==> config.mk <==
export PLATFORM = sky130hd
export DESIGN_NAME = apb_arbiter
export DESIGN_NICKNAME = d
export VERILOG_FILES = /design/src/rtl/apb_arbiter.sv
export SDC_FILE = /design/constraint.sdc
export NUM_CORES = 1
export LEC_CHECK = 0
export BUFFER_PORTS_ARGS = -buffer_cell sky130_fd_sc_hd__buf_4
export CAP_MARGIN = 20
export CORE_ASPECT_RATIO = 0.75
export CORE_MARGIN = 10
export CORE_UTILIZATION = 35
export CTS_CLUSTER_SIZE = 40
export DETAILED_ROUTE_END_ITERATION = 12
export GPL_TIMING_DRIVEN = 0
export PLACE_DENSITY_LB_ADDON = 0.1
export SETUP_SLACK_MARGIN = 0.05
export SYNTH_ARGS = -nofsm -noshare
export SYNTH_HDL_FRONTEND = slang
export SYNTH_SLANG_ARGS = --single-unit
==> constraint.sdc <==
create_clock -name clk -period 2.3 [get_ports clk]
set_clock_uncertainty 0.15 [all_clocks]
set_input_delay 0 -clock clk [delete_from_list [all_inputs] [get_ports clk]]
set_output_delay 0 -clock clk [all_outputs]
set_load 0.02 [all_outputs]
==> src/rtl/apb_arbiter.sv <==
// apb_arbiter: round-robin arbiter between the AXI write and read sides for a
// single shared APB sequencer. It grants one transfer at a time, steers the
// p_write/address/data muxes through sel_write, and flags transfers that run
// longer than TIMEOUT APB clock-enable ticks.
module apb_arbiter #(
    parameter int unsigned TIMEOUT = 256
) (
    input  logic clk,
    input  logic reset_n,
    input  logic wr_req,
    input  logic rd_req,
    output logic wr_done,
    output logic rd_done,
    output logic sel_write,
    output logic req,
    input  logic done,
    input  logic p_clk_en,
    output logic busy,
    output logic timeout
);

    // Tick counter is wide enough to hold TIMEOUT itself (it saturates there).
    localparam int unsigned CW = (TIMEOUT > 1) ? $clog2(TIMEOUT + 1) : 1;
    localparam logic [CW-1:0] TMAX = CW'(TIMEOUT);

    typedef enum logic {
        IDLE = 1'b0,
        BUSY = 1'b1
    } state_t;

    state_t        state_q, state_d;
    logic          owner_q, owner_d;         // 1 = write side, 0 = read side
    logic          last_served_q, last_served_d;
    logic [CW-1:0] cnt_q, cnt_d;
    logic          timeout_q, timeout_d;
    logic [CW-1:0] cnt_inc;

    assign cnt_inc = cnt_q + CW'(1);

    // State and arbitration registers; reset abandons any transfer in flight.
    always_ff @(posedge clk or negedge reset_n) begin
        if (!reset_n) begin
            state_q       <= IDLE;
            owner_q       <= 1'b0;
            last_served_q <= 1'b0;
            cnt_q         <= '0;
            timeout_q     <= 1'b0;
        end else begin
            state_q       <= state_d;
            owner_q       <= owner_d;
            last_served_q <= last_served_d;
            cnt_q         <= cnt_d;
            timeout_q     <= timeout_d;
        end
    end

    // Next-state logic: grant in IDLE, wait for done in BUSY, count ticks.
    always_comb begin
        state_d       = state_q;
        owner_d       = owner_q;
        last_served_d = last_served_q;
        cnt_d         = cnt_q;
        timeout_d     = timeout_q;

        unique case (state_q)
            IDLE: begin
                // done arriving here is ignored entirely.
                if (wr_req || rd_req) begin
                    state_d = BUSY;
                    cnt_d   = '0;
                    if (wr_req && rd_req)
                        owner_d = ~last_served_q;
                    else
                        owner_d = wr_req;
                end
            end
            BUSY: begin
                // Requests are not re-sampled here: a dropped request still
                // runs to done.
                if (done) begin
                    state_d       = IDLE;
                    last_served_d = owner_q;
                end else if (p_clk_en && (cnt_q != TMAX)) begin
                    cnt_d = cnt_inc;
                    if (cnt_inc == TMAX)
                        timeout_d = 1'b1;
                end
            end
            default: begin
                state_d = IDLE;
            end
        endcase
    end

    // Outputs: done pulses are combinational on done, qualified by BUSY.
    always_comb begin
        busy      = (state_q == BUSY);
        req       = busy & ~done;
        wr_done   = busy & done & owner_q;
        rd_done   = busy & done & ~owner_q;
        sel_write = owner_q;
        timeout   = timeout_q;
    end

endmodule

-- Yosys cells after proc, flatten, opt, wreduce, memory -nomap -nowiden
Index checks and enable logic that the tools add are counted.
- register bits: 13
- input port bits: 6
- output and inout port bits: 6
- word-level logic and storage cells: 34
- add/sub/neg operators: 1
- equal/unequal tests: 5
- muxes and demuxes: 8
- bitwise logic cells: 8
- reduce and logical (&&, ||, !) cells: 7
- operator list (operator ; number):
    9-bit two-way mux ; 3
    9-bit case mux with 2 select lines ; 1
    9-bit by 1-bit adder with 9-bit output, second input constant ; 1
    9-bit equality test, second input constant ; 1
    9-bit inequality test, second input constant ; 1
    1-bit bitwise AND ; 4
    2-bit inequality test, second input constant ; 2
    1-bit NOT ; 4
    2-bit AND reduction ; 2
    4-bit AND reduction ; 1
    1-bit two-way mux ; 3
    3-bit AND reduction ; 1
    1-bit logical AND ; 2
    2-bit by 1-bit inequality test with 1-bit output, second input constant ; 1
    1-bit case mux with 2 select lines ; 1
    1-bit logical OR ; 1

-- Depth between registers and ports, before layout
Gate-level depths: netlist (run 1).
- word-level depth: 5
- depth in mapped cells: 5
- mapped depth without buffers: 5

-- Worst setup path after synthesis (run 1)
No wires, ideal clock.
- kind: reg2reg
- start: reg cnt_q[0]
- end: reg timeout_q, in the netlist timeout
- library setup time: 0.120 ns
- data arrival time: 1.597 ns
- data required time: 2.030 ns
- setup slack: 0.433 ns
- stages on the path, launching flop included: 6
- path buffers: 0
- clock period less this slack: 1.867 ns
- cell sequence: dfrtp_1 ha_1 nand3_1 or2_2 a211o_1 a41o_1
- word-level cells in the longest chain between the ends: 3
- elaborated cells on any way between the ends: 5
- those cells by class: 1 x add/sub; 2 x eq/ne; 2 x reduce/logical
- ends and longest elaborated chain (element ; line ; text):
    start: declaration ; 34 ; logic [CW-1:0] cnt_q, cnt_d;
    start signal: assignment ; 52 ; cnt_q <= cnt_d;
    9-bit by 1-bit adder with 9-bit output or 9-bit inequality test (tied branches) ; 38, 83 ;
    9-bit equality test or 1-bit logical AND (tied branches) ; 85, 83 ;
    4-bit AND reduction (no line) * ; -- ;
    end signal: assignment ; 53 ; timeout_q <= timeout_d;
    end: declaration ; 35 ; logic timeout_q, timeout_d;
Every way passes the cells marked *; elsewhere a longest branch is shown, timed or not.
A chain may end at the register's enable or synchronous reset.

-- Worst setup path after layout (run 1)
Same ends and word-level chain as after synthesis.

==> results.md, run 1 <==
- Crit-path cells: ha_1, nand3_1, or2_2, a211o_1, a41o_1
- Critical path class: reg2reg
- Global route overflow: 0
- Critical path's largest stage delay: around 0.45 ns
- Largest net degree at the start of global routing: 14
- Total I/O pin count: 12
- Chip Width: between 70 and 80 um
- CP required: between 2 and 2.5 ns
- Maximum fanout along the worst path: 7
- Seq/Total Area, Yosys: 38.0%
- CTS Hold Bufs: 5
- Final setup viols: 0
- Mean Syn Cell Area: 9.74 sq um
- Worst-Margin Slew: roughly 0.66 ns
- Kind of end point of the critical path: flop
- F_max: between 400 and 500 MHz
- Worst setup SP type: flop
- Count of different cell masters after synthesis: 33
- Reg2reg setup slack: approximately 0.25 ns
- # port buffers: 11
- TritonCTS clock tree: built
- RSZ-0062 raised after global routing: no
- H-Tree Depth: 1
- Hold Crit Class: in2reg
- Pwr/cell area: approximately 620 mW/mm^2
- Row count: 15
- Power Total: ~0.66 mW
- FILL cells: 230
- Clock Sink Count: 13
- Initial antenna violation count: 0
- Synthesized instance count: 88
- Cell taking the most area after synthesis: dfrtp_1
- DP HPWL: about 1400 um
- Via Count: 696
- Register area: roughly 330 sq um
- Placer congestion estimate: between 0.7 and 0.8
- Crit path DAT: around 2.1 ns
- Die footprint: around 0.0048 sq mm
- Prevailing post-synth register cell: dfrtp_1
- Vias in the first global route: roughly 700
- DRT antenna net count: 0
- Layout cells sized above 1: 24.1%
- Top cell type's share of synthesized area: a little under two fifths
- Slew Viols, Final: 0
- Min Tclk post-route: 2.05 ns
- Layout area overhead: 23.5%
- CTS clk-pin slew, worst paths: approximately 0.080 ns
- Final Non-Filler Cells: about 140
- Core Area: 0.00231 sq mm
- Post-CTS setup buffer count: 0
- Status: finished, final reports clean
- Synthesized area: around 860 sq um
- Drt drc: 0
- Syn_nets: just under 100
- Drt total wl: 1860 um
- Syn. warnings: 0
- Global-route wire length before repair: between 3000 and 4000 um
- Fin. Hold Viols: 0
- GRT Total Usage: between 8 and 9%
- Final Cycle Share: between 80% and 90%
- Setup_tns: 0 ns
- Longest Clk Path Bufs: 2
- Via density: 4.90
- Dpl cells: 133
- Yosys reg bits: 13
- Crit-path slowest cell: dfrtp_1
- Drt wl/cell: about 13 um
- Root Buffer Master: clkbuf_4
- Worst hold slack: between 0.08 and 0.09 ns
- Largest cells by area after synthesis: dfrtp_1, ha_1, nand2_1
- Max_cap viols: 0
- VDD IR-drop max: a little under 300 uV
- N_diodes: 0
- Buf+Inv Stages, Crit Path: 0
- Initial core utilization: between 30% and 40%
- Total CTS buffers: 3
- Async set-or-reset flop fraction in the synthesized netlist: 100%
- Nets: about 120
- Top-count cell post-synth: dfrtp_1
- Die H: around 63 um
- Synth top cells by count: dfrtp_1, nand2_1, nor2_1
- Slew Limit Headroom: a little under three fifths
- Initial DRC Count: 64
- Post-synth EDFFs: 0
- Clock Latency Late Sink: a little under 0.3 ns
- Multi-input logic area: a little under 500 sq um
- Drt pass-1 iters: 4
- Leakage: ~0.48 nW
- Family with the most delay on the worst path: simple AND/OR/NAND/NOR gates
- Post-cts resize count: 0
flip-flops by register name, indices dropped and copies added (netlist names):
name / flops
cnt_q: 9
busy: 1
last_served_q: 1
sel_write: 1
timeout: 1
tightest hold or removal path, stage by stage:
cell	delay, ns
buf_4	0.11
nand3b_1	0.15
a41oi_4	0.10
nand2_1	0.07
mux2i_1	0.06
metrics by stage:
step	util [%]	area, sq um	worst slack, ns
floorplan	-	857	0.433
global placement	42.5	982	0.262
detailed placement	42.5	982	0.266
CTS	45.9	1060	0.250
global route	45.9	1060	0.146
finish	45.9	1060	0.254
cell type report:
| cell class | instances | share of cell area [%] |
|---|---|---|
| plain buffers | 3 | 2.48 |
| clock buffers | 4 | 2.48 |
| inverters | 4 | 1.42 |
| multi-input cells | 68 | 46.3 |
| flip-flops and latches | 13 | 30.7 |
| well taps | 34 | 4.02 |
| repair buffers | 16 | 12.5 |
report_power, final:
part	leakage, nW	switching, mW	internal (mW)
sequential	0.174	0.0357	0.259
clock	0.0150	0.0828	0.0675
combinational	0.287	0.111	0.101
logic make-up (layout without fill, tap and decap cells):
group	after synthesis	count (layout)	share of synthesized area, %
and+or+nand+nor	36	36	21.8
AOI/OAI and AO/OA	19	19	19.3
DFF	13	13	38.0
buffers and inverters	7	27	4.82
xor gates and xnor gates	5	5	5.11
muxes	5	5	6.71
adders and majority gates	3	3	4.38
path summary, 6_finish.rpt:
path / from / to / depth (start not counted)
min in group asynchronous: reset_n / cnt_q[5]$_DFFE_PN0P_ / 3
max: cnt_q[0]$_DFFE_PN0P_ / timeout$_DFFE_PN0P_ / 5
max in group asynchronous: reset_n / timeout$_DFFE_PN0P_ / 3
min: p_clk_en / cnt_q[3]$_DFFE_PN0P_ / 5
min reg2reg: timeout$_DFFE_PN0P_ / timeout$_DFFE_PN0P_ / 1
max reg2reg: cnt_q[0]$_DFFE_PN0P_ / timeout$_DFFE_PN0P_ / 5
routing by layer:
metal | up-vias | share of wire, % | GRT usage, %
met2 | 13 | 41 | 11.3
met1 | 320 | 52 | 11.5
met5 | - | 0 | 0
li1 | 361 | - | -
met4 | 0 | 0.49 | 1.36
met3 | 2 | 6.5 | 4.17
cell usage in the layout (no fill, tap or decap), types with 2 or more instances in the layout:
master          n
and3_1          3
nand2_1        10
o21ai_0         6
clkbuf_4        3
nand3_1         7
xnor2_1         2
ha_1            3
buf_4          13
dlygate4sd3_1   5
xor2_1          3
o31ai_1         2
dfrtp_1        13
inv_1           4
nor2_1          8
mux2i_1         2
nor3_1          3
mux2_2          2
Power figures use the tool's default switching activity.
==> run 2: changes to the inputs <==
CORE_UTILIZATION = 45   (was 35)
==> run 2 against run 1 <==
Sequential power barely moved. Final cell count fell by 8.5%. Utilization rose by 13 points. Sequential cell count did not move. Largest power group unchanged.
==> results.md, run 2 (same netlist as run 1, synthesis figures left out) <==
- Status: finished, final reports clean
- Post-cts resize count: 0
- Top reg by flops: cnt_q
- Min-delay src: p_clk_en
- Clock Latency Late Sink: about 0.28 ns
- FF-to-FF Start: cnt_q[0]$_DFFE_PN0P_
- Initial core utilization: 48.3%
- N_diodes: 0
- Drt wl/cell: about 15 um
- Max reg flops: 9
- Final setup viols: 0
- Longest Clk Path Bufs: 2
- Initial antenna violation count: 0
- Core Area: 0.00177 sq mm
- Layout cells sized above 1: between 20 and 25%
- Initial DRC Count: 28
- DRT antenna net count: 0
- TritonCTS clock tree: built
- Leakage: ~0.48 nW
- Worst-Margin Slew: a little under 0.7 ns
- VDD IR-drop max: around 370 uV
- Nets: around 120
- Fin. Hold Viols: 0
- Min Tclk post-route: around 2.0 ns
- Largest net degree at the start of global routing: 14
- Placed Area: 967 sq um
- # port buffers: 11
- Hold Crit Class: in2reg
- Via density: ~5.5
- Slew Viols, Final: 0
- Slew Limit Headroom: 53.3%
- Layout area overhead: 21.8%
- Die H: 57.8 um
- Setup WS pre-CTS: about 0.27 ns
- Drt pass-1 iters: 4
- Vias in the first global route: 702
- H-Tree Depth: 1
- Kind of end point of the critical path: flop
- Power Total: 0.655 mW
- Via Count: ~700
- Global route overflow: 0
- Global-route wire length before repair: ~3200 um
- Root Buffer Master: clkbuf_4
- RSZ-0062 raised after global routing: no
- Placer congestion estimate: between 0.8 and 0.9
- DP HPWL: around 1400 um
- Maximum fanout along the worst path: 7
- Final Cycle Share: about nine tenths
- Most frequent cells in the layout: buf_4, dfrtp_1, nand2_1
- Crit path launch: cnt_q[0]$_DFFE_PN0P_
- Drt total wl: between 1500 and 2000 um
- Post-route setup slack: about 0.26 ns
- Critical path class: reg2reg
- F_max: 489 MHz
- Total I/O pin count: 12
- Setup_tns: 0 ns
- CP required: 2.32 ns
- Max_cap viols: 0
- Row count: 13
- Chip Width: 70.4 um
- Drt drc: 0
- Pwr/cell area: about 630 mW/mm^2
- Worst setup SP type: flop
- GRT Total Usage: roughly a tenth
- CTS clk-pin slew, worst paths: 0.08 ns
- Final Instance Area: 0.00104 sq mm
- Total CTS buffers: 3
- Crit path DAT: 2.07 ns
- Die footprint: between 0.004 and 0.005 sq mm
- Clock Sink Count: 13
## run 2: repair_timing
| item | in CTS | in global routing |
|---|---|---|
| hold endpoints to repair | 16 | 0 |
| buffers inserted | 0 | 0 |
| hold buffers | 5 | 0 |
## run 2: cell type report
| type | count | area [sq um] |
|---|---|---|
| buffer | 3 | 26.3 |
| tap | 22 | 27.5 |
| multi-input combinational | 68 | 490 |
| timing repair buffer | 16 | 133 |
| fill | 163 | 729 |
| inverter | 4 | 15.0 |
| clock buffer | 4 | 26.3 |
| sequential | 13 | 325 |
## run 2: final timing paths
path                            cells after the start  slack, ns                        end
max in group asynchronous                           3       0.95  last_served_q$_DFFE_PN0P_
worst min-delay path                                5        0.1       cnt_q[3]$_DFFE_PN0P_
worst max-delay path                                5       0.26        timeout$_DFFE_PN0P_
min in group asynchronous                           3       0.65       cnt_q[2]$_DFFE_PN0P_
worst min register to register                      1       0.33        timeout$_DFFE_PN0P_
worst max register to register                      5       0.26        timeout$_DFFE_PN0P_
## run 2: power by group
part / switching (mW) / total, mW / leakage, nW / internal [mW]
Sequential: 0.0352 / 0.294 / 0.174 / 0.259
Clock: 0.0797 / 0.147 / 0.0150 / 0.0673
Combinational: 0.113 / 0.214 / 0.287 / 0.101
## run 2: worst max-delay path, stage by stage, from the launching register on
cell	delay (ns)
dfrtp_1	0.45
ha_1	0.26
nand3_1	0.20
or2_2	0.38
a211o_1	0.30
a41o_1	0.21
## run 2: routing by layer
layer  share of wire [%]  global-route usage (%)
met1                  49                    11.8
met2                  45                    14.3
met3                 6.1                    4.76
met4                0.37                    2.25
met5                   0                       0
## run 2: metrics by stage
stage | utilization (%) | cells | hold WS (ns)
detailed placement | 54.6 | 121 | -0.294
global placement | 54.6 | 121 | -0.291
global route | 58.9 | 130 | 0.135
CTS | 58.9 | 130 | 0.101
floorplan | - | 88 | -0.446
finish | 58.9 | 130 | 0.0981
